$ cat src/rtl/qos_pkg.sv
// Shared constants and types for the four-queue QoS scheduler.
// WRR weights are only consumed when QOS_WRR_EN is defined.
package qos_pkg;

  localparam int NUM_Q         = 4;
  localparam int DEPTH_DEFAULT = 6;
  localparam int CNT_W         = 3;

  localparam logic [2:0] WEIGHT0 = 3'd4;
  localparam logic [2:0] WEIGHT1 = 3'd3;
  localparam logic [2:0] WEIGHT2 = 3'd2;
  localparam logic [2:0] WEIGHT3 = 3'd1;

  typedef enum logic [1:0] {
    S_IDLE = 2'd0,
    S_ARB  = 2'd1,
    S_POP  = 2'd2
  } state_e;

  typedef struct packed {
    logic [1:0] qbuf;
    logic [1:0] data;
  } pkt_t;

  function automatic logic [2:0] weight(input logic [1:0] q);
    case (q)
      2'd0:    return WEIGHT0;
      2'd1:    return WEIGHT1;
      2'd2:    return WEIGHT2;
      default: return WEIGHT3;
    endcase
  endfunction

endpackage

$ cat src/rtl/qos_fifo.sv
// Circular FIFO of 2-bit entries; a push to a full queue is taken only
// when a pop of the same queue happens in that cycle.
module qos_fifo
  import qos_pkg::*;
#(
  parameter int DEPTH = DEPTH_DEFAULT
) (
  input  logic             clk,
  input  logic             rst_n,
  input  logic             push_i,
  input  logic             pop_i,
  input  logic [1:0]       data_i,
  output logic [1:0]       data_o,
  output logic             full_o,
  output logic             empty_o,
  output logic [CNT_W-1:0] count_o
);

  localparam int PW = (DEPTH > 1) ? $clog2(DEPTH) : 1;

  logic [1:0]       mem_q [DEPTH];
  logic [PW-1:0]    rd_q, wr_q;
  logic [CNT_W-1:0] cnt_q;
  logic             do_pop_s, do_push_s;

  function automatic logic [PW-1:0] ptr_inc(input logic [PW-1:0] p);
    return (p == PW'(DEPTH - 1)) ? {PW{1'b0}} : p + {{(PW-1){1'b0}}, 1'b1};
  endfunction

  assign full_o    = (cnt_q == CNT_W'(DEPTH));
  assign empty_o   = (cnt_q == {CNT_W{1'b0}});
  assign count_o   = cnt_q;
  assign data_o    = mem_q[rd_q];
  assign do_pop_s  = pop_i && !empty_o;
  assign do_push_s = push_i && (!full_o || do_pop_s);

  // Storage, pointers and occupancy.
  always_ff @(posedge clk or negedge rst_n) begin
    if (!rst_n) begin
      for (int i = 0; i < DEPTH; i++) mem_q[i] <= 2'd0;
      rd_q  <= {PW{1'b0}};
      wr_q  <= {PW{1'b0}};
      cnt_q <= {CNT_W{1'b0}};
    end else begin
      if (do_push_s) begin
        mem_q[wr_q] <= data_i;
        wr_q        <= ptr_inc(wr_q);
      end
      if (do_pop_s) rd_q <= ptr_inc(rd_q);
      case ({do_push_s, do_pop_s})
        2'b10:   cnt_q <= cnt_q + {{(CNT_W-1){1'b0}}, 1'b1};
        2'b01:   cnt_q <= cnt_q - {{(CNT_W-1){1'b0}}, 1'b1};
        default: cnt_q <= cnt_q;
      endcase
    end
  end

endmodule

$ cat src/rtl/qos_scheduler.sv
// Four-queue packet scheduler: strict priority by default, weighted
// round robin (4,3,2,1) when QOS_WRR_EN is defined.
module qos_scheduler
  import qos_pkg::*;
#(
  parameter int DEPTH  = DEPTH_DEFAULT,
  parameter int DROP_W = 11
) (
  input  logic              clk,
  input  logic              rst_n,
  input  logic              enq_valid,
  input  logic [1:0]        enq_buf,
  input  logic [1:0]        enq_data,
  input  logic              deq_tick,
  output logic              deq_valid,
  output logic [1:0]        deq_buf,
  output logic [1:0]        deq_data,
  output logic [11:0]       occ,
  output logic [DROP_W-1:0] drop_cnt,
  output logic              busy
);

  state_e            state_q;
  logic [1:0]        gnt_q, gnt_s;
  logic              gnt_ok_s;
  logic              deq_valid_q, busy_q;
  pkt_t              deq_pkt_q;
  logic [DROP_W-1:0] drop_q;
  logic [NUM_Q-1:0]  push_s, pop_s, full_s, empty_s;
  logic [1:0]        head_s [NUM_Q];
  logic [CNT_W-1:0]  cnt_s  [NUM_Q];
  logic              drop_s;

  for (genvar q = 0; q < NUM_Q; q++) begin : g_q
    assign push_s[q] = enq_valid && (enq_buf == 2'(q));
    assign pop_s[q]  = (state_q == S_POP) && (gnt_q == 2'(q));
    assign occ[3*q +: 3] = cnt_s[q];

    qos_fifo #(.DEPTH(DEPTH)) u_fifo (
      .clk     (clk),
      .rst_n   (rst_n),
      .push_i  (push_s[q]),
      .pop_i   (pop_s[q]),
      .data_i  (enq_data),
      .data_o  (head_s[q]),
      .full_o  (full_s[q]),
      .empty_o (empty_s[q]),
      .count_o (cnt_s[q])
    );
  end

  // A pop of the target queue in the same cycle frees the slot for the push.
  assign drop_s = enq_valid && full_s[enq_buf] && !pop_s[enq_buf];

`ifdef QOS_WRR_EN
  logic [1:0] ptr_q, ptr_d, cand_s;
  logic [2:0] credit_q, credit_d;
  logic       found_s;

  // Stay on the current queue while it has credit, else move to the next non-empty one.
  always_comb begin
    gnt_s    = 2'd0;
    gnt_ok_s = 1'b0;
    ptr_d    = ptr_q;
    credit_d = credit_q;
    found_s  = 1'b0;
    cand_s   = 2'd0;
    if (!empty_s[ptr_q] && (credit_q != 3'd0)) begin
      gnt_s    = ptr_q;
      gnt_ok_s = 1'b1;
      credit_d = credit_q - 3'd1;
    end else begin
      for (int k = 1; k <= NUM_Q; k++) begin
        cand_s = ptr_q + 2'(k);
        if (!found_s && !empty_s[cand_s]) begin
          found_s = 1'b1;
          gnt_s   = cand_s;
        end else begin
          found_s = found_s;
        end
      end
      gnt_ok_s = found_s;
      ptr_d    = gnt_s;
      credit_d = weight(gnt_s) - 3'd1;
    end
  end

  // Pointer and credit advance only on an actual grant.
  always_ff @(posedge clk or negedge rst_n) begin
    if (!rst_n) begin
      ptr_q    <= 2'd0;
      credit_q <= WEIGHT0;
    end else if ((state_q == S_ARB) && gnt_ok_s) begin
      ptr_q    <= ptr_d;
      credit_q <= credit_d;
    end
  end
`else
  // Lowest-numbered non-empty queue wins.
  always_comb begin
    gnt_s    = 2'd0;
    gnt_ok_s = 1'b1;
    casez (empty_s)
      4'b???0: gnt_s = 2'd0;
      4'b??01: gnt_s = 2'd1;
      4'b?011: gnt_s = 2'd2;
      4'b0111: gnt_s = 2'd3;
      default: begin
        gnt_s    = 2'd0;
        gnt_ok_s = 1'b0;
      end
    endcase
  end
`endif

  // Scheduler FSM with registered departure strobe, busy and drop counter.
  // busy also covers the cycle in which the departure strobe is visible.
  always_ff @(posedge clk or negedge rst_n) begin
    if (!rst_n) begin
      state_q     <= S_IDLE;
      gnt_q       <= 2'd0;
      deq_valid_q <= 1'b0;
      deq_pkt_q   <= '0;
      busy_q      <= 1'b0;
      drop_q      <= {DROP_W{1'b0}};
    end else begin
      deq_valid_q <= 1'b0;
      busy_q      <= (state_q != S_IDLE) || deq_tick;
      case (state_q)
        S_IDLE: begin
          if (deq_tick) state_q <= S_ARB;
        end
        S_ARB: begin
          if (gnt_ok_s) begin
            state_q <= S_POP;
            gnt_q   <= gnt_s;
          end else begin
            state_q <= S_IDLE;
          end
        end
        S_POP: begin
          state_q        <= S_IDLE;
          deq_valid_q    <= 1'b1;
          deq_pkt_q.qbuf <= gnt_q;
          deq_pkt_q.data <= head_s[gnt_q];
        end
        default: state_q <= S_IDLE;
      endcase
      if (drop_s && (drop_q != {DROP_W{1'b1}})) drop_q <= drop_q + {{(DROP_W-1){1'b0}}, 1'b1};
    end
  end

  assign deq_valid = deq_valid_q;
  assign deq_buf   = deq_pkt_q.qbuf;
  assign deq_data  = deq_pkt_q.data;
  assign drop_cnt  = drop_q;
  assign busy      = busy_q;

endmodule

$ cat config.mk
export PLATFORM = sky130hd
export DESIGN_NAME = qos_scheduler
export DESIGN_NICKNAME = d
export VERILOG_FILES = /design/src/rtl/qos_pkg.sv /design/src/rtl/qos_fifo.sv /design/src/rtl/qos_scheduler.sv
export SDC_FILE = /design/constraint.sdc
export NUM_CORES = 1
export LEC_CHECK = 0
export ABC_CLOCK_PERIOD_IN_PS = 6130
export BUFFER_PORTS_ARGS = -buffer_cell sky130_fd_sc_hd__buf_4
export CAP_MARGIN = 30
export CORE_MARGIN = 1
export CORE_UTILIZATION = 30
export DETAILED_ROUTE_END_ITERATION = 8
export PLACE_DENSITY = 0.56
export SLEW_MARGIN = 15
export SYNTH_ARGS = -nofsm -noshare
export SYNTH_HDL_FRONTEND = slang
export SYNTH_HIERARCHICAL = 1
export SYNTH_SLANG_ARGS = --single-unit
export TNS_END_PERCENT = 1
$ cat constraint.sdc
create_clock -name clk -period 6.13 [get_ports clk]
set_input_delay 0.3065 -clock clk [delete_from_list [all_inputs] [get_ports clk]]
set_output_delay 0.3065 -clock clk [all_outputs]
set_load 0.01 [all_outputs]
==> key figures, run 1 <==
Worst hold path
  – HP Start: deq_tick
  – Worst hold stages: 2
  – Path category of the worst min-delay check: input pin to flop
  – Hold endpoint: busy

CTS
  – Worst skew pair latency: 350 ps
  – Post-CTS setup buffer count: 0
  – Clock Tree Root: clkbuf_16
  – CTS sink cnt: 105
  – CTS tree: done
  – CTS H-tree lvls: 3
  – Longest Clk Path Bufs: 2
  – Clk pin slew, worst setup/hold paths: 70 ps
  – PostCTS Resize Cnt: 0
  – CTS hold repair buffers: 1
  – CTS Buf Count: 9

Synthesis
  – #FFs+latches synth: 105
  – Avg Inst Size Synth: 12.9 um2
  – Mapped Cells: 426
  – Synth cell types: 47
  – Synth async-reset ratio: 100%
  – Post-synth top flop: dfrtp_1
  – Post-synth EDFFs: 0
  – Post-synthesis sequential area ratio: 47.7%
  – Synthesized Nets: 443
  – Cell Area, Synth: 5510 um2
  – Yosys warns: 6

Worst setup path
  – Worst path top cell family by delay: simple AND/OR/NAND/NOR gates
  – Worst Reg-to-Reg Cells: 11
  – CP max FO: 8
  – Crit path kind: flop to flop
  – Critical Path RT: 6410 ps
  – R2R Path End: g_q[3].u_fifo/count_o[2]
  – CP Buf/Inv Count: 2
  – Crit path capture type: flop
  – CP Cell Sequence: nand2b_1 -> inv_1 -> and3_1 -> nand4bb_1 -> nand2_1 -> ha_1 -> inv_1 -> fa_1 -> xor2_1 -> nor2_1 -> xor2_1
  – Highest cell delay on the worst timing path: 410 ps
  – Type of origin of the critical path: flop
  – Reg2reg setup slack: 3360 ps
  – Slowest stage cell, crit path: dfrtp_1
  – WP data arrival: 3040 ps
  – Reg2reg start: state_q[0]

Layout
  – Area grow syn2layout: 14.5%
  – Commonest non-fill, non-tap cell in the layout: dfrtp_1
  – ANT cells: 0
  – Storage cell area: 2630 um2
  – Area of the multi-input gates: 2760 um2
  – Most frequent cells in the layout: dfrtp_1, mux2_2, buf_4, nand2_1, mux2i_1
  – Layout cells sized above 1: 28.8%
  – Filler instances: 1741
  – Layout Nets: 481
  – Layout Cells excl Fill: 697

Drt
  – Vias/cell: 4.97
  – Vias: 3465
  – Final wirelength: 11200 um
  – Final ANT Viol Nets: 0
  – DRC Markers: 0
  – Drt pass-1 iters: 5
  – Drt wl/cell: 16.0 um
  – Initial DRC Count: 125

Flow run
  – Max Cap Violations: 0

Floorplanning
  – Initial Util: 30.7%
  – Die height: 138 um
  – Core footprint: 18000 um2
  – Site Rows: 49
  – Die ar.: 18900 um2
  – Die W: 138 um
  – IO Count: 37

Outcome
  – Status: finished, final reports clean

Timing
  – Timing-limited maximum frequency: 0.361 GHz
  – RSZ-0062 raised after global routing: false
  – Final worst slack: 3360 ps
  – Worst rel slew slack: 64.5%
  – Final hold vios: 0
  – Setup violators final: 0
  – Setup TNS: 0 ps
  – Worst clock skew: 6.73 ps
  – Worst-Margin Slew: 531 ps
  – Tmin final: 2770 ps
  – Final slew viol count: 0
  – Period utilization: 45.1%

Global routing
  – Vias in the first global route: 3554
  – First-pass GRT wire length: 18500 um
  – Initial antenna violation count: 0
  – Total track usage: 13.0%
  – Largest net degree at the start of global routing: 75
  – Grt ovf: 0

Placed design
  – Placed cells: 680
  – I/O Buffers: 36
  – Gp weighted congestion: 0.803
  – Final HPWL DP: 8020 um
  – Pre-CTS worst setup slack: 3370 ps

Pwr
  – Peak supply drop: 143 uV
  – PwrDens: 454 nW/um2
  – Leak: 0.00278 uW
  – Total power: 2870 uW
[logic make-up (layout without fill, tap and decap cells)]
| group | after synthesis | after routing | synth area share, % |
|---|---|---|---|
| AO/OA/AOI/OAI | 39 | 39 | 5.95 |
| flip-flops | 105 | 105 | 47.7 |
| adder cells (fa/ha/maj) | 9 | 9 | 2.59 |
| multiplexers | 86 | 86 | 18.1 |
| buffers and inverters | 28 | 70 | 2.29 |
| AND/OR/NAND/NOR | 130 | 130 | 18.9 |
| XOR/XNOR | 29 | 29 | 4.61 |
[cells in the mapped netlist (5+ instances only)]
| cell | number | area [um2] |
|---|---|---|
| ha_1 | 5 | 62.6 |
| clkbuf_1 | 5 | 18.8 |
| xor2_1 | 14 | 123 |
| mux2_2 | 46 | 518 |
| nor2b_1 | 8 | 50.1 |
| nand4b_1 | 8 | 70.1 |
| o32a_1 | 8 | 80.1 |
| xnor2_1 | 15 | 131 |
| nor4b_4 | 11 | 262 |
| nand2b_1 | 12 | 75.1 |
| nand3_1 | 7 | 35.0 |
| and3_1 | 6 | 37.5 |
| mux2_4 | 5 | 75.1 |
| dfrtp_1 | 105 | 2630 |
| inv_1 | 16 | 60.1 |
| buf_2 | 5 | 25.0 |
| o21ai_0 | 8 | 40.0 |
| nand2_1 | 31 | 116 |
| nand4_1 | 6 | 37.5 |
| nor3_1 | 5 | 25.0 |
| nor2_1 | 16 | 60.1 |
| mux2i_1 | 29 | 290 |
[state kept, by name (all words and copies together), names as in the netlist]
name / flops
g_q.u_fifo/count_o: 12
deq_buf: 2
deq_data: 2
gnt_q: 2
busy: 1
state_q: 2
g_q.u_fifo/rd_q: 12
g_q.u_fifo/mem_q: 48
g_q.u_fifo/wr_q: 12
drop_cnt: 11
deq_valid: 1
[power by group]
part | total, uW | internal (uW) | switching (uW)
registers | 1360 | 982 | 380
logic | 980 | 571 | 409
clock network | 528 | 282 | 246
total | 2870 | 1830 | 1030
[metal layers]
metal / global-route usage (%) / part of all wire [%] / vias to the layer above
li1: - / - / 1633
met1: 17.2 / 47 / 1768
met2: 20.6 / 48 / 47
met3: 2.65 / 3.6 / 17
met4: 5.01 / 1.7 / 0
met5: 0 / 0 / -
[worst register-to-register path, stage by stage (launching register included)]
cell and delay [ps]:
dfrtp_1 410, nand2b_1 290, inv_1 150, and3_1 220, nand4bb_1 370, nand2_1 220
ha_1 200, inv_1 60, fa_1 370, xor2_1 150, nor2_1 110, xor2_1 150
[worst max path at each step]
| stage | start | cells after the start | slack [ps] | endpoint |
|---|---|---|---|---|
| after detailed placement | state_q[0] | 11 | 3370 | g_q[3].u_fifo/count_o[2] |
| after CTS | state_q[0] | 11 | 3360 | g_q[3].u_fifo/count_o[2] |
| after global routing | state_q[0] | 11 | 3100 | g_q[3].u_fifo/count_o[2] |
| after global placement | state_q[0] | 11 | 3500 | g_q[3].u_fifo/count_o[2] |
| final | state_q[0] | 11 | 3360 | g_q[3].u_fifo/count_o[2] |
| after floorplan | state_q[0] | 12 | 3740 | g_q[3].u_fifo/count_o[2] |
[per-stage QoR]
stage                     util [%]  hold slack (ps)  cell area, um2
after detailed placement      33.5              278            6010
final                         35.1              185            6310
after floorplan                  -             10.9            5510
after CTS                     35.0              184            6280
after global routing          35.1              183            6310
after global placement        33.5              275            6010
[cell type report]
cell class | count | share of cell area [%]
multi-input combinational | 293 | 43.7
tap | 229 | 4.54
timing repair buffer | 39 | 5.00
clock buffer | 11 | 3.85
clock inverter | 4 | 0.317
sequential | 105 | 41.6
inverter | 16 | 0.951
(Power assumes the default switching activity.)
==> run 2: changes to the inputs <==
- ABC_CLOCK_PERIOD_IN_PS: 6130 -> 2900
- clock period: 6.13 -> 2.9 ns (I/O delays scaled with it)
==> run 2 against run 1 <==
  * Global-route usage fell by 0.079 points
  * Count of clock-buffer cells in the layout is 1 higher
  * Setup slack worse by 2900 ps
  * Clock skew barely moved
  * Maximum frequency is 12% higher
  * Die area unchanged
  * Sequential power increased by 110%
  * Sequential share of layout area decreased by 0.19 points
  * Largest cell class unchanged
  * Via count is 2.4% lower
  * Core utilization rose by 0.16 points
==> key figures, run 2 (synthesis results as in run 1) <==
Layout
  – Layout cells sized above 1: 29.1% (was 28.8%)
  – Max reg flops: 48 (unchanged)
  – Layout Cells excl Fill: 699 (was 697)
  – Most frequent cells in the layout: dfrtp_1, mux2_2, buf_4, nand2_1, mux2i_1 (unchanged)
  – Area grow syn2layout: 15.0% (was 14.5%)
  – Area of the multi-input gates: 2760 um2 (unchanged)
  – Layout Nets: 483 (was 481)
  – Top reg by flops: g_q.u_fifo/mem_q (unchanged)
  – ANT cells: 0 (unchanged)
  – Util after Layout: 35.3% (was 35.1%)
  – Commonest non-fill, non-tap cell in the layout: dfrtp_1 (unchanged)
  – Filler instances: 1743 (was 1741)
  – Storage cell area: 2630 um2 (unchanged)

Flow run
  – Max Cap Violations: 0 (unchanged)

Timing
  – Setup violators final: 0 (unchanged)
  – Timing-limited maximum frequency: 0.403 GHz (was 0.361 GHz)
  – Final slew viol count: 0 (unchanged)
  – Worst clock skew: 6.42 ps (was 6.73 ps)
  – RSZ-0062 raised after global routing: false (unchanged)
  – Tmin final: 2480 ps (was 2770 ps)
  – Setup TNS: 0 ps (unchanged)
  – Worst rel slew slack: 49.5% (was 64.5%)
  – Worst-Margin Slew: 758 ps (was 531 ps)
  – Period utilization: 85.5% (was 45.1%)
  – Final hold vios: 0 (unchanged)

Placed design
  – I/O Buffers: 36 (unchanged)
  – Final HPWL DP: 8030 um (was 8020 um)
  – Gp weighted congestion: 0.827 (was 0.803)
  – Placed cells: 683 (was 680)

Pwr
  – Leak: 0.00280 uW (was 0.00278 uW)
  – Sequential share of power: 46.3% (was 47.4%)
  – Pint: 4000 uW (was 1830 uW)
  – Peak supply drop: 395 uV (was 143 uV)
  – Switching Fraction: 35.0% (was 36.1%)
  – Comb power frac: 33.8% (was 34.2%)
  – Clock network power share: 19.9% (was 18.4%)
  – Psw: 2150 uW (was 1030 uW)
  – PwrDens: 969 nW/um2 (was 454 nW/um2)

Worst hold path
  – Worst hold stages: 2 (unchanged)
  – Path category of the worst min-delay check: input pin to flop (unchanged)
  – HP Start: deq_tick (unchanged)
  – Hold endpoint: busy (unchanged)

Floorplanning
  – IO Count: 37 (unchanged)
  – Die W: 138 um (unchanged)
  – Die height: 138 um (unchanged)
  – Die ar.: 18900 um2 (unchanged)
  – Initial Util: 30.7% (unchanged)
  – Core footprint: 18000 um2 (unchanged)
  – Site Rows: 49 (unchanged)

Drt
  – DRC Markers: 0 (unchanged)
  – Initial DRC Count: 154 (was 125)
  – Vias/cell: 4.84 (was 4.97)
  – Drt wl/cell: 15.7 um (was 16.0 um)
  – Vias: 3383 (was 3465)
  – Drt pass-1 iters: 4 (was 5)
  – Final wirelength: 11000 um (was 11200 um)
  – Final ANT Viol Nets: 0 (unchanged)

Global routing
  – Vias in the first global route: 3583 (was 3554)
  – Total track usage: 12.9% (was 13.0%)
  – Initial antenna violation count: 0 (unchanged)
  – Largest net degree at the start of global routing: 60 (was 75)
  – Grt ovf: 0 (unchanged)
  – First-pass GRT wire length: 18500 um (about the same)

Worst setup path
  – WP data arrival: 2750 ps (was 3040 ps)
  – Critical Path RT: 3170 ps (was 6410 ps)
  – Crit path kind: flop to flop (unchanged)
  – Type of origin of the critical path: flop (unchanged)
  – Crit path capture type: flop (unchanged)
  – Reg2reg setup slack: 420 ps (was 3360 ps)
  – CP max FO: 6 (was 8)
  – R2R Path End: g_q[1].u_fifo/count_o[2] (was g_q[3].u_fifo/count_o[2])
  – Reg2reg start: state_q[0] (unchanged)
  – Worst Reg-to-Reg Cells: 12 (was 11)

CTS
  – Worst skew pair latency: 350 ps (about the same)
  – Longest Clk Path Bufs: 2 (unchanged)
  – Clock Tree Root: clkbuf_16 (unchanged)
  – CTS H-tree lvls: 3 (unchanged)
  – PostCTS Resize Cnt: 0 (unchanged)
  – CTS Buf Count: 9 (unchanged)
  – CTS sink cnt: 105 (unchanged)
  – Clk pin slew, worst setup/hold paths: 60 ps (was 70 ps)
  – CTS tree: done (unchanged)

Outcome
  – Status: finished, final reports clean (unchanged)
-- run 2: cell types whose count changed in the layout (fill, tap and decap cells not counted), sizes merged --
cell,delta
buf,+2
clkbuf,+1
clkinv,-2
bufinv,+1
-- run 2: area by class of cell --
class,count,share of cell area [%]
repair buffers,41,4.89
multi-input cells,293,43.5
inverters,16,0.947
clock inverters,3,0.631
well taps,229,4.52
flip-flops and latches,105,41.4
clock buffers,12,4.04
-- run 2: metal layers --
| layer | GRT usage (%) | up-vias | wire, um |
|---|---|---|---|
| li1 | - | 1627 | - |
| met1 | 16.5 | 1707 | 5150 |
| met2 | 20.8 | 37 | 5290 |
| met3 | 2.83 | 12 | 351 |
| met4 | 5.49 | 0 | 193 |
| met5 | 0 | - | 0 |
-- run 2: how the worst max path moves through the flow --
| stage | start | to | cells after the start |
|---|---|---|---|
| floorplan | state_q[0] | g_q[3].u_fifo/count_o[2] | 12 |
| global placement | state_q[0] | g_q[1].u_fifo/count_o[2] | 12 |
| detailed placement | state_q[0] | g_q[1].u_fifo/count_o[2] | 12 |
| CTS | state_q[0] | g_q[1].u_fifo/count_o[2] | 12 |
| global route | state_q[0] | g_q[1].u_fifo/count_o[2] | 12 |
| finish | state_q[0] | g_q[1].u_fifo/count_o[2] | 12 |
-- run 2: per-stage QoR --
step	hold WS (ps)	worst slack [ps]	area [um2]	total power, uW
final	42.8	419	6340	6140
after global routing	43.6	180	6340	6600
after CTS	44.0	413	6340	6240
after detailed placement	270	446	6030	4990
after global placement	261	524	6030	4900
after floorplan	-151	512	5510	4280
-- run 2: worst max-delay path: stages, from the launching register on --
cell,delay [ps]
dfrtp_1,400
nand2b_1,220
inv_1,130
nand2_1,100
nor2_1,70
nand4bb_2,310
nand2_1,150
ha_1,190
inv_1,60
fa_1,370
xor2_1,150
nor2_1,110
xor2_1,150
-- run 2: power by group through the flow --
stage,sequential [uW],combinational (uW),clock (uW)
finish,2850,2080,1220
global route,2970,2310,1320
CTS,2860,2120,1270
detailed placement,2880,2110,0
global placement,2840,2050,0
floorplan,2640,1640,0
-- run 2: timing repair --
item,CTS,global route
hold endpoints to repair,57,0
buffers inserted,0,0
hold buffers,1,0
==> run 3: changes to the inputs <==
- CTS_BUF_LIST: default -> sky130_fd_sc_hd__clkbuf_16
- RECOVER_POWER: default -> 100
==> run 3 against run 2 <==
  * Register-to-register slack lost 120 ps
  * Sequential power shrank 3%
  * Routed wire length increased by 1.3%
  * Non-clock buffer count is the same
  * Total power shrank 5.9%
  * Maximum frequency down 4.6%
  * Combinational power down 11%
  * Final cell count stayed put
  * Largest cell class is now sequential cells
  * Highest routed layer unchanged
==> key figures, run 3 (synthesis results as in run 1) <==
Outcome
  – Status: finished, final reports clean (unchanged)

Drt
  – Drt pass-1 iters: 4 (unchanged)
  – DRC Markers: 0 (unchanged)
  – Final wirelength: 11100 um (was 11000 um)
  – Drt wl/cell: 15.9 um (was 15.7 um)
  – Vias/cell: 4.86 (was 4.84)
  – Initial DRC Count: 149 (was 154)
  – Final ANT Viol Nets: 0 (unchanged)
  – Vias: 3399 (was 3383)

Layout
  – Top reg by flops: g_q.u_fifo/mem_q (unchanged)
  – Layout cells sized above 1: 17.2% (was 29.1%)
  – Most frequent cells in the layout: dfrtp_1, mux2_2, nand2_1, mux2i_1, clkbuf_1 (was dfrtp_1, mux2_2, buf_4, nand2_1, mux2i_1)
  – Commonest non-fill, non-tap cell in the layout: dfrtp_1 (unchanged)
  – Area of the multi-input gates: 2530 um2 (was 2760 um2)
  – ANT cells: 0 (unchanged)
  – Storage cell area: 2630 um2 (unchanged)
  – Filler instances: 1806 (was 1743)
  – Max reg flops: 48 (unchanged)
  – Area grow syn2layout: 8.37% (was 15.0%)
  – Layout Nets: 483 (unchanged)

CTS
  – Clock Tree Root: clkbuf_16 (unchanged)
  – CTS Buf Count: 9 (unchanged)
  – Post-CTS setup buffer count: 0 (unchanged)
  – CTS tree: done (unchanged)
  – CTS hold repair buffers: 1 (unchanged)
  – CTS H-tree lvls: 3 (unchanged)
  – Longest Clk Path Bufs: 2 (unchanged)
  – PostCTS Resize Cnt: 0 (unchanged)
  – CTS sink cnt: 105 (unchanged)
  – Clk pin slew, worst setup/hold paths: 60 ps (about the same)
  – Worst skew pair latency: 350 ps (about the same)

Global routing
  – Grt ovf: 0 (unchanged)
  – Largest net degree at the start of global routing: 60 (unchanged)
  – Vias in the first global route: 3589 (was 3583)
  – First-pass GRT wire length: 18500 um (about the same)
  – Total track usage: 12.9% (about the same)
  – Initial antenna violation count: 0 (unchanged)

Floorplanning
  – Die W: 138 um (unchanged)
  – Die ar.: 18900 um2 (unchanged)
  – Core footprint: 18000 um2 (unchanged)
  – Die height: 138 um (unchanged)
  – IO Count: 37 (unchanged)
  – Initial Util: 30.7% (unchanged)
  – Site Rows: 49 (unchanged)

Worst setup path
  – Critical Path RT: 3130 ps (was 3170 ps)
  – Crit path kind: flop to flop (unchanged)
  – Crit path capture type: flop (unchanged)
  – Type of origin of the critical path: flop (unchanged)
  – CP max FO: 6 (unchanged)
  – WP data arrival: 2830 ps (was 2750 ps)
  – Worst Reg-to-Reg Cells: 7 (was 12)

Pwr
  – Peak supply drop: 389 uV (was 395 uV)
  – PwrDens: 968 nW/um2 (was 969 nW/um2)
  – Total power: 5780 uW (was 6140 uW)
  – Leak: 0.00263 uW (was 0.00280 uW)

Placed design
  – Gp weighted congestion: 0.827 (unchanged)
  – I/O Buffers: 36 (unchanged)
  – Final HPWL DP: 8030 um (unchanged)

Worst hold path
  – Path category of the worst min-delay check: input pin to flop (unchanged)
  – Worst hold stages: 2 (unchanged)

Timing
  – Worst-Margin Slew: 1460 ps (was 758 ps)
  – Final hold vios: 0 (unchanged)
  – Period utilization: 89.7% (was 85.5%)
  – Setup violators final: 0 (unchanged)
  – Tmin final: 2600 ps (was 2480 ps)
  – Setup TNS: 0 ps (unchanged)
  – Worst clock skew: 7.44 ps (was 6.42 ps)
  – RSZ-0062 raised after global routing: false (unchanged)
  – Timing-limited maximum frequency: 0.385 GHz (was 0.403 GHz)
  – Worst rel slew slack: 2.41% (was 49.5%)
  – Final slew viol count: 0 (unchanged)

Flow run
  – Max Cap Violations: 0 (unchanged)
run 3: critical path, stage by stage, from the launching register on:
cell and delay (ps):
dfrtp_1 410, nand2b_1 230, inv_1 170, nand2_1 90, nor2_1 200, and4bb_1 290, nor4b_1 670, mux2_2 410
run 3: per-layer routing:
metal	up-vias	share of wire [%]	global-route usage, %
met5	-	0	0
met4	0	2.0	6.04
met3	14	4.0	2.61
met2	40	48	20.8
met1	1717	46	16.5
li1	1628	-	-
run 3: worst paths after layout:
kind | start | endpoint | slack [ps]
setup / recovery | state_q[0] | g_q[1].u_fifo/mem_q[0] | 300
hold / removal | deq_tick | busy | 40
setup reg to reg | state_q[0] | g_q[1].u_fifo/mem_q[0] | 300
hold reg to reg | deq_buf[1] | deq_buf[1] | 480
max in group asynchronous | rst_n | g_q[1].u_fifo/mem_q[10] | 840
min in group asynchronous | rst_n | g_q[3].u_fifo/rd_q[0] | 700
run 3: area by class of cell:
| class | count | area share [%] |
|---|---|---|
| clock buffers | 9 | 3.77 |
| multi-input cells | 293 | 42.4 |
| well taps | 229 | 4.79 |
| inverters | 16 | 1.01 |
| flip-flops and latches | 105 | 44.0 |
| clock inverters | 6 | 0.858 |
| repair buffers | 41 | 3.25 |
run 3: metrics by stage:
stage	cell area (um2)	utilization, %	setup slack, ps	hold slack [ps]	instances
finish	5980	33.3	300	41.7	699
global route	5980	33.3	137	43.7	699
CTS	6320	35.2	413	43.0	699
detailed placement	6030	33.6	446	270	683
global placement	6030	33.6	524	261	683
floorplan	5510	-	512	-151	426
run 3: power by group:
group          leakage, uW  total [uW]  internal (uW)  switching (uW)
Clock             0.000141        1160            652             512
Sequential         0.00134        2770           2080             697
Combinational      0.00115        1850           1020             826
Total              0.00263        5780           3750            2040
